File: config.mk
export PLATFORM = sky130hd
export DESIGN_NAME = taxel_scanner_flat
export DESIGN_NICKNAME = d
export VERILOG_FILES = /design/src/rtl/taxel_scanner_pkg.sv /design/src/rtl/taxel_scanner_if.sv /design/src/rtl/taxel_scanner_settle_timer.sv /design/src/rtl/taxel_scanner.sv /design/src/flat_wrapper.sv
export SDC_FILE = /design/constraint.sdc
export NUM_CORES = 1
export LEC_CHECK = 0
export BUFFER_PORTS_ARGS = -buffer_cell sky130_fd_sc_hd__buf_4
export CORE_UTILIZATION = 55
export CTS_BUF_LIST = sky130_fd_sc_hd__clkbuf_4 sky130_fd_sc_hd__clkbuf_8
export DETAILED_ROUTE_END_ITERATION = 8
export GPL_TIMING_DRIVEN = 1
export PLACE_DENSITY_LB_ADDON = 0.12
export SLEW_MARGIN = 40
export SYNTH_ARGS = -nofsm -noshare
export SYNTH_HDL_FRONTEND = slang
export SYNTH_SLANG_ARGS = --single-unit
File: constraint.sdc
create_clock -name clk -period 5 [get_ports clk]
set_input_delay 0.25 -clock clk [delete_from_list [all_inputs] [get_ports clk]]
set_output_delay 0.25 -clock clk [all_outputs]
set_load 0.01 [all_outputs]
File: src/rtl/taxel_scanner_pkg.sv
// Shared types and constants for the tactile matrix scanner.
package tactile_pkg;

  localparam int SAMPLE_W = 12;

  localparam int DEFAULT_SW_WIRE_CNT = 16;
  localparam int DEFAULT_RD_WIRE_CNT = 16;

  // Index width for a count of items; a single item still needs a one-bit select.
  function automatic int idx_width(input int cnt);
    return (cnt > 1) ? $clog2(cnt) : 1;
  endfunction

  localparam int DEFAULT_SW_SEL_W = idx_width(DEFAULT_SW_WIRE_CNT);
  localparam int DEFAULT_RD_SEL_W = idx_width(DEFAULT_RD_WIRE_CNT);
  localparam int DEFAULT_ADDR_W   = idx_width(DEFAULT_SW_WIRE_CNT * DEFAULT_RD_WIRE_CNT);

  typedef enum logic [2:0] {
    ST_IDLE,
    ST_SETTLE,
    ST_CONVERT,
    ST_WAIT_ADC,
    ST_WRITE
  } scan_state_e;

endpackage

File: src/rtl/taxel_scanner_if.sv
// Scanner bus: analog mux selects, ADC handshake, frame RAM write port and status.
interface taxel_scanner_if
  import tactile_pkg::*;
#(
  parameter int SW_WIRE_CNT = DEFAULT_SW_WIRE_CNT,
  parameter int RD_WIRE_CNT = DEFAULT_RD_WIRE_CNT
);

  localparam int SW_SEL_W = idx_width(SW_WIRE_CNT);
  localparam int RD_SEL_W = idx_width(RD_WIRE_CNT);
  localparam int ADDR_W   = idx_width(SW_WIRE_CNT * RD_WIRE_CNT);

  logic                scan_en;
  logic [SW_SEL_W-1:0] sw_sel;
  logic                sw_drive_en;
  logic [RD_SEL_W-1:0] rd_sel;
  logic                adc_start;
  logic                adc_valid;
  logic [SAMPLE_W-1:0] adc_data;
  logic                wr_en;
  logic [ADDR_W-1:0]   wr_addr;
  logic [SAMPLE_W-1:0] wr_data;
  logic                frame_done;
  logic                adc_err;
  logic                busy;

  modport master (
    input  scan_en, adc_valid, adc_data,
    output sw_sel, sw_drive_en, rd_sel, adc_start,
           wr_en, wr_addr, wr_data, frame_done, adc_err, busy
  );

  modport slave (
    output scan_en, adc_valid, adc_data,
    input  sw_sel, sw_drive_en, rd_sel, adc_start,
           wr_en, wr_addr, wr_data, frame_done, adc_err, busy
  );

endinterface

File: src/rtl/taxel_scanner_settle_timer.sv
// Loadable down-counter that flags the final cycle of an analog settle window.
module scan_settle_timer #(
  parameter int CNT_W = 8
) (
  input  logic             clk,
  input  logic             rst,
  input  logic             load_i,
  input  logic [CNT_W-1:0] load_val_i,
  input  logic             dec_i,
  output logic             done_o
);

  logic [CNT_W-1:0] cnt_q;
  logic [CNT_W-1:0] cnt_d;

  // Load takes priority over counting; the count parks at zero rather than wrapping.
  always_comb begin
    cnt_d = cnt_q;
    if (load_i) begin
      cnt_d = load_val_i;
    end else if (dec_i && (cnt_q != '0)) begin
      cnt_d = cnt_q - 1'b1;
    end
  end

  // Counter register.
  always_ff @(posedge clk) begin
    if (rst) begin
      cnt_q <= '0;
    end else begin
      cnt_q <= cnt_d;
    end
  end

  assign done_o = (cnt_q == CNT_W'(1));

endmodule

File: src/rtl/taxel_scanner.sv
// Raster scanner: settles each taxel, runs one ADC conversion and writes the sample to frame RAM.
module taxel_scanner
  import tactile_pkg::*;
#(
  parameter int SW_WIRE_CNT      = DEFAULT_SW_WIRE_CNT,
  parameter int RD_WIRE_CNT      = DEFAULT_RD_WIRE_CNT,
  parameter int SW_SETTLE_CYCLES = 64,
  parameter int RD_SETTLE_CYCLES = 8,
  parameter int ADC_TIMEOUT      = 1023
) (
  input logic             clk,
  input logic             rst,
  taxel_scanner_if.master bus
);

  localparam int SW_SEL_W   = idx_width(SW_WIRE_CNT);
  localparam int RD_SEL_W   = idx_width(RD_WIRE_CNT);
  localparam int ADDR_W     = idx_width(SW_WIRE_CNT * RD_WIRE_CNT);
  localparam int MAX_SETTLE = (SW_SETTLE_CYCLES > RD_SETTLE_CYCLES) ? SW_SETTLE_CYCLES : RD_SETTLE_CYCLES;
  localparam int SETTLE_W   = $clog2(MAX_SETTLE + 1);
  localparam int TMO_W      = $clog2(ADC_TIMEOUT + 1);

  localparam logic [SW_SEL_W-1:0] SW_LAST   = SW_SEL_W'(SW_WIRE_CNT - 1);
  localparam logic [RD_SEL_W-1:0] RD_LAST   = RD_SEL_W'(RD_WIRE_CNT - 1);
  localparam logic [SETTLE_W-1:0] SW_SETTLE = SETTLE_W'(SW_SETTLE_CYCLES);
  localparam logic [SETTLE_W-1:0] RD_SETTLE = SETTLE_W'(RD_SETTLE_CYCLES);
  localparam logic [TMO_W-1:0]    TMO_LIMIT = TMO_W'(ADC_TIMEOUT);

  scan_state_e         state_q, state_d;
  logic [SW_SEL_W-1:0] sw_q, sw_d;
  logic [RD_SEL_W-1:0] rd_q, rd_d;
  logic [TMO_W-1:0]    tmo_q, tmo_d;
  logic [ADDR_W-1:0]   wr_addr_q, wr_addr_d;
  logic [SAMPLE_W-1:0] wr_data_q, wr_data_d;

  logic                settle_load;
  logic [SETTLE_W-1:0] settle_val;
  logic                settle_dec;
  logic                settle_done;

  logic                adc_start;
  logic                wr_en;
  logic                frame_done;
  logic                adc_err;

  logic [ADDR_W-1:0]   taxel_addr;
  logic [TMO_W-1:0]    tmo_next;

  // Row-major address at full width so non-power-of-two grids pack without gaps.
  assign taxel_addr = (ADDR_W'(sw_q) * ADDR_W'(RD_WIRE_CNT)) + ADDR_W'(rd_q);
  assign tmo_next   = tmo_q + 1'b1;

  scan_settle_timer #(
    .CNT_W (SETTLE_W)
  ) u_settle (
    .clk        (clk),
    .rst        (rst),
    .load_i     (settle_load),
    .load_val_i (settle_val),
    .dec_i      (settle_dec),
    .done_o     (settle_done)
  );

  // Next-state, index advance and strobe decode for the scan FSM.
  always_comb begin
    state_d     = state_q;
    sw_d        = sw_q;
    rd_d        = rd_q;
    tmo_d       = tmo_q;
    wr_addr_d   = wr_addr_q;
    wr_data_d   = wr_data_q;
    settle_load = 1'b0;
    settle_val  = SW_SETTLE;
    settle_dec  = 1'b0;
    adc_start   = 1'b0;
    wr_en       = 1'b0;
    frame_done  = 1'b0;
    adc_err     = 1'b0;

    unique case (state_q)
      ST_IDLE: begin
        if (bus.scan_en) begin
          sw_d        = '0;
          rd_d        = '0;
          settle_load = 1'b1;
          settle_val  = SW_SETTLE;
          state_d     = ST_SETTLE;
        end
      end

      ST_SETTLE: begin
        settle_dec = 1'b1;
        if (settle_done) begin
          state_d = ST_CONVERT;
        end
      end

      ST_CONVERT: begin
        adc_start = 1'b1;
        tmo_d     = '0;
        state_d   = ST_WAIT_ADC;
      end

      ST_WAIT_ADC: begin
        tmo_d = tmo_next;
        if (bus.adc_valid) begin
          wr_data_d = bus.adc_data;
          wr_addr_d = taxel_addr;
          state_d   = ST_WRITE;
        end else if (tmo_next == TMO_LIMIT) begin
          wr_data_d = '0;
          wr_addr_d = taxel_addr;
          adc_err   = 1'b1;
          state_d   = ST_WRITE;
        end
      end

      ST_WRITE: begin
        wr_en = 1'b1;
        if (rd_q < RD_LAST) begin
          rd_d        = rd_q + 1'b1;
          settle_load = 1'b1;
          settle_val  = RD_SETTLE;
          state_d     = ST_SETTLE;
        end else begin
          rd_d = '0;
          if (sw_q < SW_LAST) begin
            sw_d        = sw_q + 1'b1;
            settle_load = 1'b1;
            settle_val  = SW_SETTLE;
            state_d     = ST_SETTLE;
          end else begin
            sw_d       = '0;
            frame_done = 1'b1;
            if (bus.scan_en) begin
              settle_load = 1'b1;
              settle_val  = SW_SETTLE;
              state_d     = ST_SETTLE;
            end else begin
              state_d = ST_IDLE;
            end
          end
        end
      end

      default: begin
        state_d = ST_IDLE;
      end
    endcase
  end

  // State, index, timeout and write-port registers.
  always_ff @(posedge clk) begin
    if (rst) begin
      state_q   <= ST_IDLE;
      sw_q      <= '0;
      rd_q      <= '0;
      tmo_q     <= '0;
      wr_addr_q <= '0;
      wr_data_q <= '0;
    end else begin
      state_q   <= state_d;
      sw_q      <= sw_d;
      rd_q      <= rd_d;
      tmo_q     <= tmo_d;
      wr_addr_q <= wr_addr_d;
      wr_data_q <= wr_data_d;
    end
  end

  assign bus.sw_sel      = sw_q;
  assign bus.rd_sel      = rd_q;
  assign bus.sw_drive_en = (state_q != ST_IDLE);
  assign bus.busy        = (state_q != ST_IDLE);
  assign bus.adc_start   = adc_start;
  assign bus.wr_en       = wr_en;
  assign bus.wr_addr     = wr_addr_q;
  assign bus.wr_data     = wr_data_q;
  assign bus.frame_done  = frame_done;
  assign bus.adc_err     = adc_err;

endmodule

File: src/flat_wrapper.sv
// flat-port wrapper written by rule: the top's interface ports become plain ports
module taxel_scanner_flat import tactile_pkg::*;
#(
  parameter int SW_WIRE_CNT      = DEFAULT_SW_WIRE_CNT,
  parameter int RD_WIRE_CNT      = DEFAULT_RD_WIRE_CNT,
  parameter int SW_SETTLE_CYCLES = 64,
  parameter int RD_SETTLE_CYCLES = 8,
  parameter int ADC_TIMEOUT      = 1023
)
  (clk, rst, bus_scan_en, bus_adc_valid, bus_adc_data, bus_sw_sel, bus_sw_drive_en, bus_rd_sel, bus_adc_start, bus_wr_en, bus_wr_addr, bus_wr_data, bus_frame_done, bus_adc_err, bus_busy);
  taxel_scanner_if #(.SW_WIRE_CNT(SW_WIRE_CNT), .RD_WIRE_CNT(RD_WIRE_CNT)) bus_i ();
  input logic clk;
  input logic rst;
  input wire logic [$bits(bus_i.scan_en)-1:0] bus_scan_en;
  input wire logic [$bits(bus_i.adc_valid)-1:0] bus_adc_valid;
  input wire logic [$bits(bus_i.adc_data)-1:0] bus_adc_data;
  output wire logic [$bits(bus_i.sw_sel)-1:0] bus_sw_sel;
  output wire logic [$bits(bus_i.sw_drive_en)-1:0] bus_sw_drive_en;
  output wire logic [$bits(bus_i.rd_sel)-1:0] bus_rd_sel;
  output wire logic [$bits(bus_i.adc_start)-1:0] bus_adc_start;
  output wire logic [$bits(bus_i.wr_en)-1:0] bus_wr_en;
  output wire logic [$bits(bus_i.wr_addr)-1:0] bus_wr_addr;
  output wire logic [$bits(bus_i.wr_data)-1:0] bus_wr_data;
  output wire logic [$bits(bus_i.frame_done)-1:0] bus_frame_done;
  output wire logic [$bits(bus_i.adc_err)-1:0] bus_adc_err;
  output wire logic [$bits(bus_i.busy)-1:0] bus_busy;
  assign bus_i.scan_en = bus_scan_en;
  assign bus_i.adc_valid = bus_adc_valid;
  assign bus_i.adc_data = bus_adc_data;
  assign bus_sw_sel = bus_i.sw_sel;
  assign bus_sw_drive_en = bus_i.sw_drive_en;
  assign bus_rd_sel = bus_i.rd_sel;
  assign bus_adc_start = bus_i.adc_start;
  assign bus_wr_en = bus_i.wr_en;
  assign bus_wr_addr = bus_i.wr_addr;
  assign bus_wr_data = bus_i.wr_data;
  assign bus_frame_done = bus_i.frame_done;
  assign bus_adc_err = bus_i.adc_err;
  assign bus_busy = bus_i.busy;
  taxel_scanner #(.SW_WIRE_CNT(SW_WIRE_CNT), .RD_WIRE_CNT(RD_WIRE_CNT), .SW_SETTLE_CYCLES(SW_SETTLE_CYCLES), .RD_SETTLE_CYCLES(RD_SETTLE_CYCLES), .ADC_TIMEOUT(ADC_TIMEOUT)) u_core (.clk(clk), .rst(rst), .bus(bus_i));
endmodule
---- After elaboration in Yosys (flattened, before gate mapping) ----
Index checks and enable logic that the tools add are counted.
word-level totals
  logic and storage cells ................. 72
  register bits ........................... 48
  output and inout port bits .............. 34
  input port bits ......................... 16
cells by class
  equal/unequal tests ..................... 10
  mux-type cells .......................... 36
  $add $sub $neg .......................... 5
  reduce and logical (&&, ||, !) cells .... 12
  order comparisons ....................... 2
operators by type and width
  kind                                              number
  2-to-1 mux 7 bit                                  4
  2-to-1 mux 12 bit                                 2
  case mux 10 bit (2 select lines)                  1
  2-to-1 mux 3 bit                                  6
  2-to-1 mux 4 bit                                  4
  2-to-1 mux 8 bit                                  2
  case mux 4 bit (2 select lines)                   2
  case mux 3 bit (5 select lines)                   1
  2-to-1 mux 1 bit                                  13
  adder 10 x 1 -> 10 bit, second input constant     1
  == test 10 bit, second input constant             1
  adder 4 x 1 -> 4 bit, second input constant       2
  adder 8 x 4 -> 8 bit                              1
  < comparator 4 bit, second input constant         2
  nonzero test 2 bit                                4
  == test 7 x 1 -> 1 bit, second input constant     1
  nonzero test 7 bit                                1
  subtractor 7 x 1 -> 7 bit, second input constant  1
  == test 3 x 2 -> 1 bit, second input constant     2
  AND reduction 3 bit                               2
  != test 2 bit, second input constant              2
  AND reduction 2 bit                               2
  == test 3 x 1 -> 1 bit, second input constant     1
  == test 3 bit, second input constant              1
  other kinds (6)                                   6

---- Depth between registers and ports, before layout ----
Gate-level depths: netlist (run 1).
  depth in word-level cells ............... 5
  gate-level depth with buffers ........... 8
  depth with buffers taken out ............ 7

---- Hierarchy ----
From an unflattened synthesis (run 1), not the netlist that was laid out.
second synthesis, totals
  cells, all modules ...................... 292
  area, all modules ....................... 2426.1 sq um
modules (own cells, without submodules)
  module             times used  sequential area each (sq um)  cells each  area each (sq um)
  taxel_scanner      1           820.8                         234         1944.4
  scan_settle_timer  1           140.1                         58          481.7

---- Worst setup path after synthesis (run 1) ----
OpenSTA, ideal clock, no wires.
  path type ............................... register to register
  start ................................... register u_core.tmo_q[1]
  end ..................................... register u_core.wr_data_q[10] (netlist: u_core.bus.wr_data[10])
  stages on the path, launching flop included .. 9
  required time ........................... 4.883 ns
  data arrival time ....................... 2.014 ns
  period minus slack after synthesis ...... 2.131 ns
  setup slack ............................. 2.869 ns
  buffers on the path ..................... 2
  path through ............................ dfxtp_1 ha_1 buf_2 xor2_1 nand2_2 or4_4 o211a_4 buf_6 a22o_1
on the way
  cells in the longest elaborated chain, start to end .. 4
RTL lines
  what                           RTL line              source
  start: declaration             taxel_scanner.sv:32   logic [TMO_W-1:0] tmo_q, tmo_d;
  start signal: assignment       taxel_scanner.sv:165  tmo_q <= tmo_d;
  adder 10 x 1 -> 10 bit         taxel_scanner.sv:51   assign tmo_next = tmo_q + 1'b1;
  == test 10 bit                 taxel_scanner.sv:110  end else if (tmo_next == TMO_LIMIT) begin
  nonzero test 2 bit (no line)   --
  AND reduction 2 bit (no line)  --
  end signal: assignment         taxel_scanner.sv:167  wr_data_q <= wr_data_d;
  end: declaration               taxel_scanner.sv:34   logic [SAMPLE_W-1:0] wr_data_q, wr_data_d;
Every way passes these cells.
A chain may end at the register's enable or synchronous reset.

---- Worst setup path after layout (run 1) ----
  start ................................... register u_core.tmo_q[1]
  end ..................................... output bus_adc_err
on the way
  cells in the longest elaborated chain, start to end .. 5
RTL lines
  what                    RTL line              source
  adder 10 x 1 -> 10 bit  taxel_scanner.sv:51
  == test 10 bit          taxel_scanner.sv:110
  2-to-1 mux 1 bit        taxel_scanner.sv:110
  2-to-1 mux 1 bit        taxel_scanner.sv:106  if (bus.adc_valid) begin
  2-to-1 mux 1 bit        taxel_scanner.sv:80   unique case (state_q)
  end: declaration        flat_wrapper.sv:25    output wire logic [$bits(bus_i.adc_err)-1:0] bus_adc_err;
Every way passes these cells.

==> metrics.md, run 1 <==
| Metric | Value |
|---|---|
| Status | `finished clean` |
| Mapped Cells | `260` |
| Slew HR | `54.0%` |
| Layout cells sized above 1 | `20.5%` |
| Post-Route Skew | `0.00756 ns` |
| Most frequent cells in the layout | `buf_4 (49), dfxtp_1 (48), nand2_1 (33)` |
| CP cell instances | `ha_1, nand2_1, o22a_1, o32ai_1, nand2_1, nor3_1, buf_4` |
| Vias in the first global route | `1,805` |
| Root buffer cell | `clkbuf_8` |
| Hold slack final | `0.161 ns` |
| WL final | `5100 um` |
| Via density | `5.66` |
| Post-synth design cell area | `2250 sq um` |
| Netlist cell types | `51` |
| Initial antenna violation count | `0` |
| Seq cells post-synth | `48` |
| Setup bufs post-CTS | `0` |
| Max Cap Violations | `0` |
| Tmin final | `2.37 ns` |
| Slew Limit Fails | `0` |
| Post-Layout Cell Count | `355` |
| Final hold violation count | `0` |
| Total CTS buffers | `5` |
| Worst path slowest cell | `dfxtp_1` |
| Fin worst setup slack | `2.63 ns` |
| Post-synth top area share | `42.6%` |
| Hold Path Class | `input pin to flop` |
| Most frequent CP cell | `nand2_1` |
| Period utilization | `47.4%` |
| GRT overflow | `0` |
| Worst-path clk slew | `0.08 ns` |
| DR iter-0 viols | `94` |
| Clk_lat worst skew | `0.30 ns` |
| Post-route ant nets | `0` |
| Leak pwr | `0.00109 uW` |
| Resized cells post-CTS | `0` |
| Synth Net Count | `282` |
| Clock Sinks | `48` |
| DRC errors left | `0` |
| GRT Resource Usage Total | `24.5%` |
| RSZ-0062 raised after global routing | `false` |
| TNS Setup | `0 ns` |
| CTS tree | `built` |
| Ant diodes | `0` |
| Layout Nets | `328` |
| DR vias | `2,011` |
| Die Ht | `66.0 um` |
| Arrival time worst endpoint | `2.12 ns` |
| Cell area power density | `284 nW/um^2` |
| Asr flop ratio synth | `0%` |
| Final setup vio count | `0` |
| Critical path capture point type | `output port` |
| FP Rows | `22` |
| H-tree depth | `2` |
| Area growth from synthesis to layout | `22.3%` |
| Port Buffers | `49` |
| Worst-margin pin slew | `0.686 ns` |
| Core Box Area | `3800 sq um` |
| Max VDD drop | `0.244 mV` |
| YS warnings | `0` |
| Hold_buf cts | `0` |
| Gpl congestion | `0.838` |
| Critical path launch point type | `flop` |
| Placed Cells | `347` |
| Largest net degree at the start of global routing | `22` |
| First-pass GRT wire length | `8140 um` |
| Critical path peak fanout | `7` |
| Post-synth top flop | `dfxtp_1` |
| Fmax | `422 MHz` |
| Register area share after synthesis | `42.6%` |
| DR pass1 iterations | `5` |
| Critical path class | `flop to output port` |
| Commonest non-fill, non-tap cell in the layout | `buf_4` |
| Synth Area per Inst | `8.67 sq um` |
| Post-synth EDFFs | `0` |
| CP max stage delay | `0.43 ns` |
| Area leader, netlist | `dfxtp_1` |
| Initial Util | `59.3%` |
| Chip Width | `66.0 um` |
| DP Worst Slack | `2.75 ns` |
| Cells taking the most area after synthesis | `dfxtp_1 (43%), nand2_1 (5.5%), nor2_1 (5.0%), a22o_1 (4.7%), a21oi_1 (3.6%)` |
| WP data required | `4.75 ns` |
| # IOs | `50` |
| Bufs on Longest Clock Path | `2` |
| Die Footprint | `4360 sq um` |
| Routed wire per std cell | `14.4 um` |
| Hpwl dp | `3620 um` |
kinds of logic (layout without fill, tap and decap cells):
family / after synthesis / in the layout / share of synthesized area [%]
AO/OA/AOI/OAI: 65 / 65 / 21.0
flip-flops: 48 / 48 / 42.6
buffers and inverters: 19 / 66 / 3.83
adder cells (fa/ha/maj): 6 / 6 / 3.33
XOR/XNOR: 6 / 6 / 2.33
multiplexers: 8 / 8 / 3.55
AND/OR/NAND/NOR: 108 / 108 / 23.3
worst paths after layout:
check | cells past startpoint | to | startpoint | slack [ns]
hold reg to reg | 2 | u_core.bus.wr_addr[6] | u_core.bus.wr_addr[6] | 0.46
hold / removal | 2 | u_core.bus.wr_data[9] | bus_adc_data[9] | 0.16
setup / recovery | 7 | bus_adc_err | u_core.tmo_q[1] | 2.63
setup reg to reg | 5 | u_core.bus.wr_addr[4] | u_core.state_q[1] | 2.69
sequential cells by signal, indices dropped and copies added, names as in the netlist:
signal,count
u_core.bus.wr_addr,8
u_core.state_q,3
u_core.bus.sw_sel,4
u_core.bus.rd_sel,4
u_core.bus.wr_data,12
u_core.tmo_q,10
u_core.u_settle.cnt_q,7
synthesized netlist by cell type (4+ instances only):
cell / n
a21oi_1: 16
a22o_1: 12
clkbuf_1: 4
dfxtp_1: 48
ha_1: 6
inv_1: 8
mux2i_1: 8
nand2_1: 33
nand3_1: 9
nor2_1: 30
nor3_1: 9
o21ai_0: 10
o31a_1: 4
xor2_1: 4
power breakdown:
group	switching (uW)	internal, uW
combinational	43.1	33.3
clock	129	177
sequential	9.43	390
total	182	600
area by class of cell:
| class | count | area [sq um] |
|---|---|---|
| fill | 331 | 1040 |
| inverter | 9 | 33.8 |
| clock inverter | 1 | 30.0 |
| timing repair buffer | 49 | 368 |
| sequential | 48 | 961 |
| clock buffer | 7 | 96.3 |
| multi-input combinational | 193 | 1210 |
| tap | 48 | 60.1 |
layer usage:
metal | wire length, um | GRT usage [%] | share of wire, % | vias to the layer above
met5 | 0 | 0 | 0 | -
met4 | 42 | 9.04 | 0.82 | 0
met3 | 184 | 4.66 | 3.6 | 5
met2 | 2380 | 38.9 | 47 | 39
met1 | 2490 | 32.8 | 49 | 936
li1 | - | - | - | 1031
worst max-delay path: cells and delay by family (launching register included):
family,cells,cell delay (ns)
buffers and inverters,1,0.16
AO/OA/AOI/OAI,2,0.51
flip-flops,1,0.43
adder cells (fa/ha/maj),1,0.33
AND/OR/NAND/NOR,3,0.40
stage by stage:
stage / cell area (sq um) / utilization (%) / total power (uW)
after floorplan: 2250 / - / 461
after global placement: 2630 / 69.2 / 482
after detailed placement: 2630 / 69.2 / 484
after CTS: 2760 / 72.5 / 787
after global routing: 2760 / 72.5 / 813
final: 2760 / 72.5 / 782
Power figures use the tool's default switching activity.
==> run 2: changes to the inputs <==
--- a/config.mk
+++ b/config.mk
@@ -5,8 +5,9 @@
 export SDC_FILE = /design/constraint.sdc
 export NUM_CORES = 1
 export LEC_CHECK = 0
+export ABC_AREA = 1
 export BUFFER_PORTS_ARGS = -buffer_cell sky130_fd_sc_hd__buf_4
-export CORE_UTILIZATION = 55
+export CORE_UTILIZATION = 51
 export CTS_BUF_LIST = sky130_fd_sc_hd__clkbuf_4 sky130_fd_sc_hd__clkbuf_8
 export DETAILED_ROUTE_END_ITERATION = 8
 export GPL_TIMING_DRIVEN = 1
==> constraint.sdc (replaced) <==
create_clock -name clk -period 2.1 [get_ports clk]
set_input_delay 0.105 -clock clk [delete_from_list [all_inputs] [get_ports clk]]
set_output_delay 0.105 -clock clk [all_outputs]
set_load 0.01 [all_outputs]
==> metrics.md, run 2 <==
| Metric | Value |
|---|---|
| WP data required | `2.00 ns` |
| Layout Nets | `432` |
| Max VDD drop | `0.378 mV` |
| Period utilization | `92.8%` |
| Hpwl dp | `4070 um` |
| Sw frac | `26.3%` |
| TNS Setup | `0 ns` |
| Commonest non-fill, non-tap cell in the layout | `nand2_1` |
| Die Footprint | `5300 sq um` |
| Die Ht | `72.8 um` |
| Initial antenna violation count | `0` |
| Main combinational cell family by area after synthesis | `simple AND/OR/NAND/NOR gates` |
| Post-synth EDFFs | `0` |
| Initial Util | `53.4%` |
| Seq cells post-synth | `48` |
| DR vias | `2,290` |
| GRT Resource Usage Total | `21.6%` |
| Top cells by count, synth | `nand2_1 (88), dfxtp_1 (48), inv_1 (46)` |
| Bufs on Longest Clock Path | `2` |
| H-tree depth | `2` |
| Synth Net Count | `383` |
| Sw power | `520 uW` |
| Layout cells sized above 1 | `26.3%` |
| FP Rows | `25` |
| Status | `finished clean` |
| Area leader, netlist | `dfxtp_1` |
| Core Box Area | `4790 sq um` |
| Total CTS buffers | `5` |
| Cell area power density | `637 nW/um^2` |
| Area share of and/or/nand/nor cells after synthesis | `36.7%` |
| YS warnings | `0` |
| GRT overflow | `0` |
| Most frequent cells in the layout | `nand2_1 (88), buf_4 (52), inv_1 (46), dfxtp_1 (46), nor2_1 (45)` |
| Post-synth design cell area | `2560 sq um` |
| Post-Synth Adder-Cell Area | `2.94%` |
| DRC errors left | `0` |
| Sequential Power Share | `48.8%` |
| Clock Sinks | `48` |
| DR pass1 iterations | `4` |
| First-pass GRT wire length | `8980 um` |
| Mapped Cells | `361` |
| Post-synth top area share | `37.6%` |
| Leak pwr | `0.00127 uW` |
| Critical path peak fanout | `6` |
| Asr flop ratio synth | `0%` |
| Arrival time worst endpoint | `1.84 ns` |
| Root buffer cell | `clkbuf_8` |
| Synth Area per Inst | `7.08 sq um` |
| Grt met3 use | `4.70%` |
| DR iter-0 viols | `105` |
| Hold Path Class | `input pin to flop` |
| Fmax | `513 MHz` |
| Synth Area in Compound Gates | `12.0%` |
| Worst-path clk slew | `0.09 ns` |
| Chip Width | `72.8 um` |
| Critical path class | `flop to output port` |
| WL final | `5270 um` |
| Critical path capture point type | `output port` |
| Slew HR | `72.4%` |
| Netlist cell types | `36` |
| Clk_lat worst skew | `0.30 ns` |
| Gate power share | `15.5%` |
| Internal | `1460 uW` |
| CTS tree | `built` |
| Largest net degree at the start of global routing | `31` |
| Met1 usage | `27.5%` |
| Final hold violation count | `0` |
| Post-synth top flop | `dfxtp_1` |
| Number of flip-flops in the largest register | `12` |
| Max Cap Violations | `0` |
| Cells taking the most area after synthesis | `dfxtp_1 (38%), nand2_1 (13%), inv_1 (6.8%), nor2_1 (6.6%), a21oi_1 (4.7%)` |
| Final setup vio count | `0` |
| Hold wc startpoint | `bus_adc_data[11]` |
| Most used routing layer | `met2` |
| Post-Route Skew | `0.00545 ns` |
| Critical path launch point type | `flop` |
| # IOs | `50` |
| FF-to-FF Start | `u_core.tmo_q[0]` |
| XOR/XNOR share of the synthesized area | `1.03%` |
| Post-route ant nets | `0` |
| Hold slack final | `0.0577 ns` |
| Routed wire per std cell | `11.0 um` |
| Post-synthesis mux area share | `0%` |
| Setup bufs post-CTS | `0` |
| Worst-margin pin slew | `0.414 ns` |
| Gpl congestion | `0.835` |
| Clock power share | `35.7%` |
| Area growth from synthesis to layout | `21.6%` |
| Hold_buf cts | `0` |
| Tmin final | `1.95 ns` |
| RSZ-0062 raised after global routing | `false` |
| Register area share after synthesis | `37.6%` |
| Met2 usage | `36.7%` |
| R2R Setup Slk | `0.21 ns` |
| Slew Limit Fails | `0` |
| Vias in the first global route | `2,111` |
| Port Buffers | `49` |
| Ant diodes | `0` |
| Worst Setup SP | `u_core.tmo_q[1]` |
| Via density | `4.79` |
| Top-count cell post-synth | `nand2_1` |
run 2: worst max-delay path, stage by stage (launching register included):
cell and delay [ns]:
dfxtp_2 0.38, ha_1 0.19, nand2_2 0.11, nor2_1 0.11, a21oi_1 0.08, nor2_2 0.15, nand3_4 0.12, nor4_2 0.23
buf_4 0.16
run 2: routing by layer:
metal  routed length, um  vias up  share of wire (%)
li1                    -     1238                  -
met1                2480     1002                 47
met2                2560       44                 49
met3                 174        6                3.3
met4                  48        0               0.91
met5                   0        -                  0
run 2: kinds of logic after synthesis:
group / count (synthesis)
fa+ha+maj: 6
simple gates: 195
compound gates: 48
xor+xnor: 3
flops: 48
buf+inv: 61
run 2: worst paths after layout:
path | endpoint | depth (start not counted)
setup / recovery | bus_adc_err | 8
hold / removal | u_core.bus.wr_data[11] | 3
setup reg to reg | u_core.bus.wr_addr[1] | 12
hold reg to reg | u_core.u_settle.cnt_q[1] | 2
run 2: power by group through the flow:
stage	Clock (uW)	Sequential (uW)	Combinational [uW]
global placement	0	985	303
global route	764	969	355
finish	707	965	307
floorplan	0	984	221
CTS	723	965	310
detailed placement	0	985	309
run 2: cell type report:
type / instances / area (sq um)
inverters: 51 / 191
well taps: 67 / 83.8
multi-input cells: 252 / 1360
flip-flops and latches: 48 / 963
clock buffers: 6 / 82.6
clock inverters: 2 / 38.8
fillers: 472 / 1680
repair buffers: 52 / 390
run 2: through the flow:
stage          setup slack, ns  power [uW]  instance area, sq um  util (%)  cells
4_1_cts                0.00225        2000                  3100      64.8    478
3_3_place_gp             0.251        1290                  2980      62.2    470
5_1_grt                0.00659        2090                  3110      64.9    478
2_1_floorplan            0.420        1210                  2560         -    361
6_report                 0.152        1980                  3110      64.9    478
3_5_place_dp             0.139        1290                  2980      62.2    470
run 2: repair_timing:
item	4_1_cts	5_1_grt
hold endpoints to repair	0	0
endpoints found under the setup margin	1	7
resized for setup	1	2
gates cloned	0	0
==> run 3: changes to the inputs <==
--- a/config.mk
+++ b/config.mk
@@ -7,10 +7,10 @@
 export LEC_CHECK = 0
 export ABC_AREA = 1
 export BUFFER_PORTS_ARGS = -buffer_cell sky130_fd_sc_hd__buf_4
-export CORE_UTILIZATION = 51
-export CTS_BUF_LIST = sky130_fd_sc_hd__clkbuf_4 sky130_fd_sc_hd__clkbuf_8
+export CORE_UTILIZATION = 50
 export DETAILED_ROUTE_END_ITERATION = 8
 export GPL_TIMING_DRIVEN = 1
+export HOLD_SLACK_MARGIN = 0.12
 export PLACE_DENSITY_LB_ADDON = 0.12
 export SLEW_MARGIN = 40
 export SYNTH_ARGS = -nofsm -noshare
==> metrics.md, run 3 (synthesis results as in run 2) <==
| Metric | Value |
|---|---|
| Status | `finished clean` |
| Cell area power density | `579 nW/um^2` |
| Worst-margin pin slew | `0.459 ns` |
| Largest net degree at the start of global routing | `31` |
| Fin worst setup slack | `0.113 ns` |
| Post-Route Skew | `0.00562 ns` |
| Critical path capture point type | `output port` |
| Clk_lat worst skew | `0.30 ns` |
| CP max stage delay | `0.40 ns` |
| Hpwl dp | `3910 um` |
| TNS Setup | `0 ns` |
| H-tree depth | `2` |
| Worst Hold Path Cells | `7` |
| DRC errors left | `0` |
| Worst path bufs/invs | `1` |
| Final hold violation count | `0` |
| # IOs | `50` |
| Worst-path clk slew | `0.09 ns` |
| Max VDD drop | `0.427 mV` |
| CTS tree | `built` |
| Critical path launch point type | `flop` |
| Vias in the first global route | `2,069` |
| Initial Util | `53.1%` |
| Arrival time worst endpoint | `1.88 ns` |
| CP top delay family | `simple AND/OR/NAND/NOR gates` |
| Core Box Area | `4820 sq um` |
| Ant diodes | `0` |
| Root buffer cell | `clkbuf_8` |
| Leak pwr | `0.00132 uW` |
| Chip Width | `73.5 um` |
| Initial antenna violation count | `0` |
| Worst path slowest cell | `dfxtp_4` |
| Layout cells sized above 1 | `26.0%` |
| Post-Layout Cell Count | `490` |
| Die Ht | `73.5 um` |
| Fmax | `503 MHz` |
| Placed Cells | `469` |
| Total CTS buffers | `5` |
| DR iter-0 viols | `121` |
| Gpl congestion | `0.836` |
| DR vias | `2,391` |
| Slew HR | `69.4%` |
| Tmin final | `1.99 ns` |
| Commonest non-fill, non-tap cell in the layout | `nand2_1` |
| WL final | `5460 um` |
| FP Rows | `25` |
| Layout Nets | `444` |
| Most frequent cells in the layout | `nand2_1 (88), buf_4 (52), inv_1 (46)` |
| Critical path peak fanout | `6` |
| WP data required | `2.00 ns` |
| Port Buffers | `49` |
| Max Cap Violations | `0` |
| Worst Reg-to-Reg Cells | `11` |
| GRT Resource Usage Total | `21.2%` |
| Fin util | `67.0%` |
| Number of flip-flops in the largest register | `12` |
| Routed wire per std cell | `11.1 um` |
| Via density | `4.88` |
| Final setup vio count | `0` |
| Hold Path Class | `input pin to flop` |
| First-pass GRT wire length | `8970 um` |
| CP cell instances | `ha_4, nand2_4, nor2_1, a21oi_1, nor2_2, nand3_4, nor4_2, buf_4` |
| Critical Path Stages | `8` |
| Critical path class | `flop to output port` |
| Post-route ant nets | `0` |
| Slew Limit Fails | `0` |
| Finished Cell Area | `3230 sq um` |
| Area growth from synthesis to layout | `26.3%` |
| Bufs on Longest Clock Path | `2` |
| DP Worst Slack | `0.163 ns` |
| Placed inst area | `2970 sq um` |
| GRT overflow | `0` |
| DR pass1 iterations | `4` |
| Die Footprint | `5400 sq um` |
| Clock Sinks | `48` |
| Period utilization | `94.6%` |
## run 3: path summary, 6_finish.rpt
path                            startpoint                       end  slack (ns)
setup / recovery           u_core.tmo_q[0]               bus_adc_err        0.11
setup reg to reg           u_core.tmo_q[0]     u_core.bus.wr_addr[6]        0.26
hold reg to reg   u_core.u_settle.cnt_q[6]  u_core.u_settle.cnt_q[6]        0.47
hold / removal                 bus_scan_en         u_core.state_q[0]        0.18
## run 3: area by class of cell
class                      count  area (sq um)
clock buffer                   6          82.6
sequential                    48           970
inverter                      51           191
clock inverter                 2          15.0
multi-input combinational    252          1380
fill                         433          1590
tap                           67          83.8
timing repair buffer          64           510
## run 3: per-stage QoR
stage	power, uW	hold slack, ns
2_1_floorplan	1210	0.253
3_3_place_gp	1290	0.375
3_5_place_dp	1290	0.376
4_1_cts	1900	0.168
5_1_grt	1990	0.210
6_report	1870	0.175
## run 3: layer usage
metal | GRT usage, % | part of all wire (%) | vias to the layer above | routed length [um]
met4 | 7.69 | 1.6 | 0 | 87
met5 | 0 | 0 | - | 0
met3 | 4.39 | 3.9 | 11 | 213
met2 | 36.4 | 46 | 48 | 2530
li1 | - | - | 1256 | -
met1 | 26.2 | 48 | 1076 | 2630
## run 3: where the power goes
group / total [uW] / internal (uW) / switching, uW
sequential: 963 / 940 / 23.3
combinational: 324 / 141 / 183
clock: 584 / 267 / 317
total: 1870 / 1350 / 524
## run 3: worst register-to-register path, delay by kind of cell (launching register included)
kind                     cells  cell delay [ns]
AO/OA/AOI/OAI                1             0.08
AND/OR/NAND/NOR              8             1.06
adder cells (fa/ha/maj)      1             0.16
buffers and inverters        1             0.09
flip-flops                   1             0.40
## run 3: what timing repair did
item | in CTS | in global routing
endpoints found under the hold margin | 12 | 0
resized for setup | 1 | 8
hold buffers | 12 | 0
buffers inserted | 0 | 1
endpoints found under the setup margin | 1 | 8
pin swaps | 0 | 4
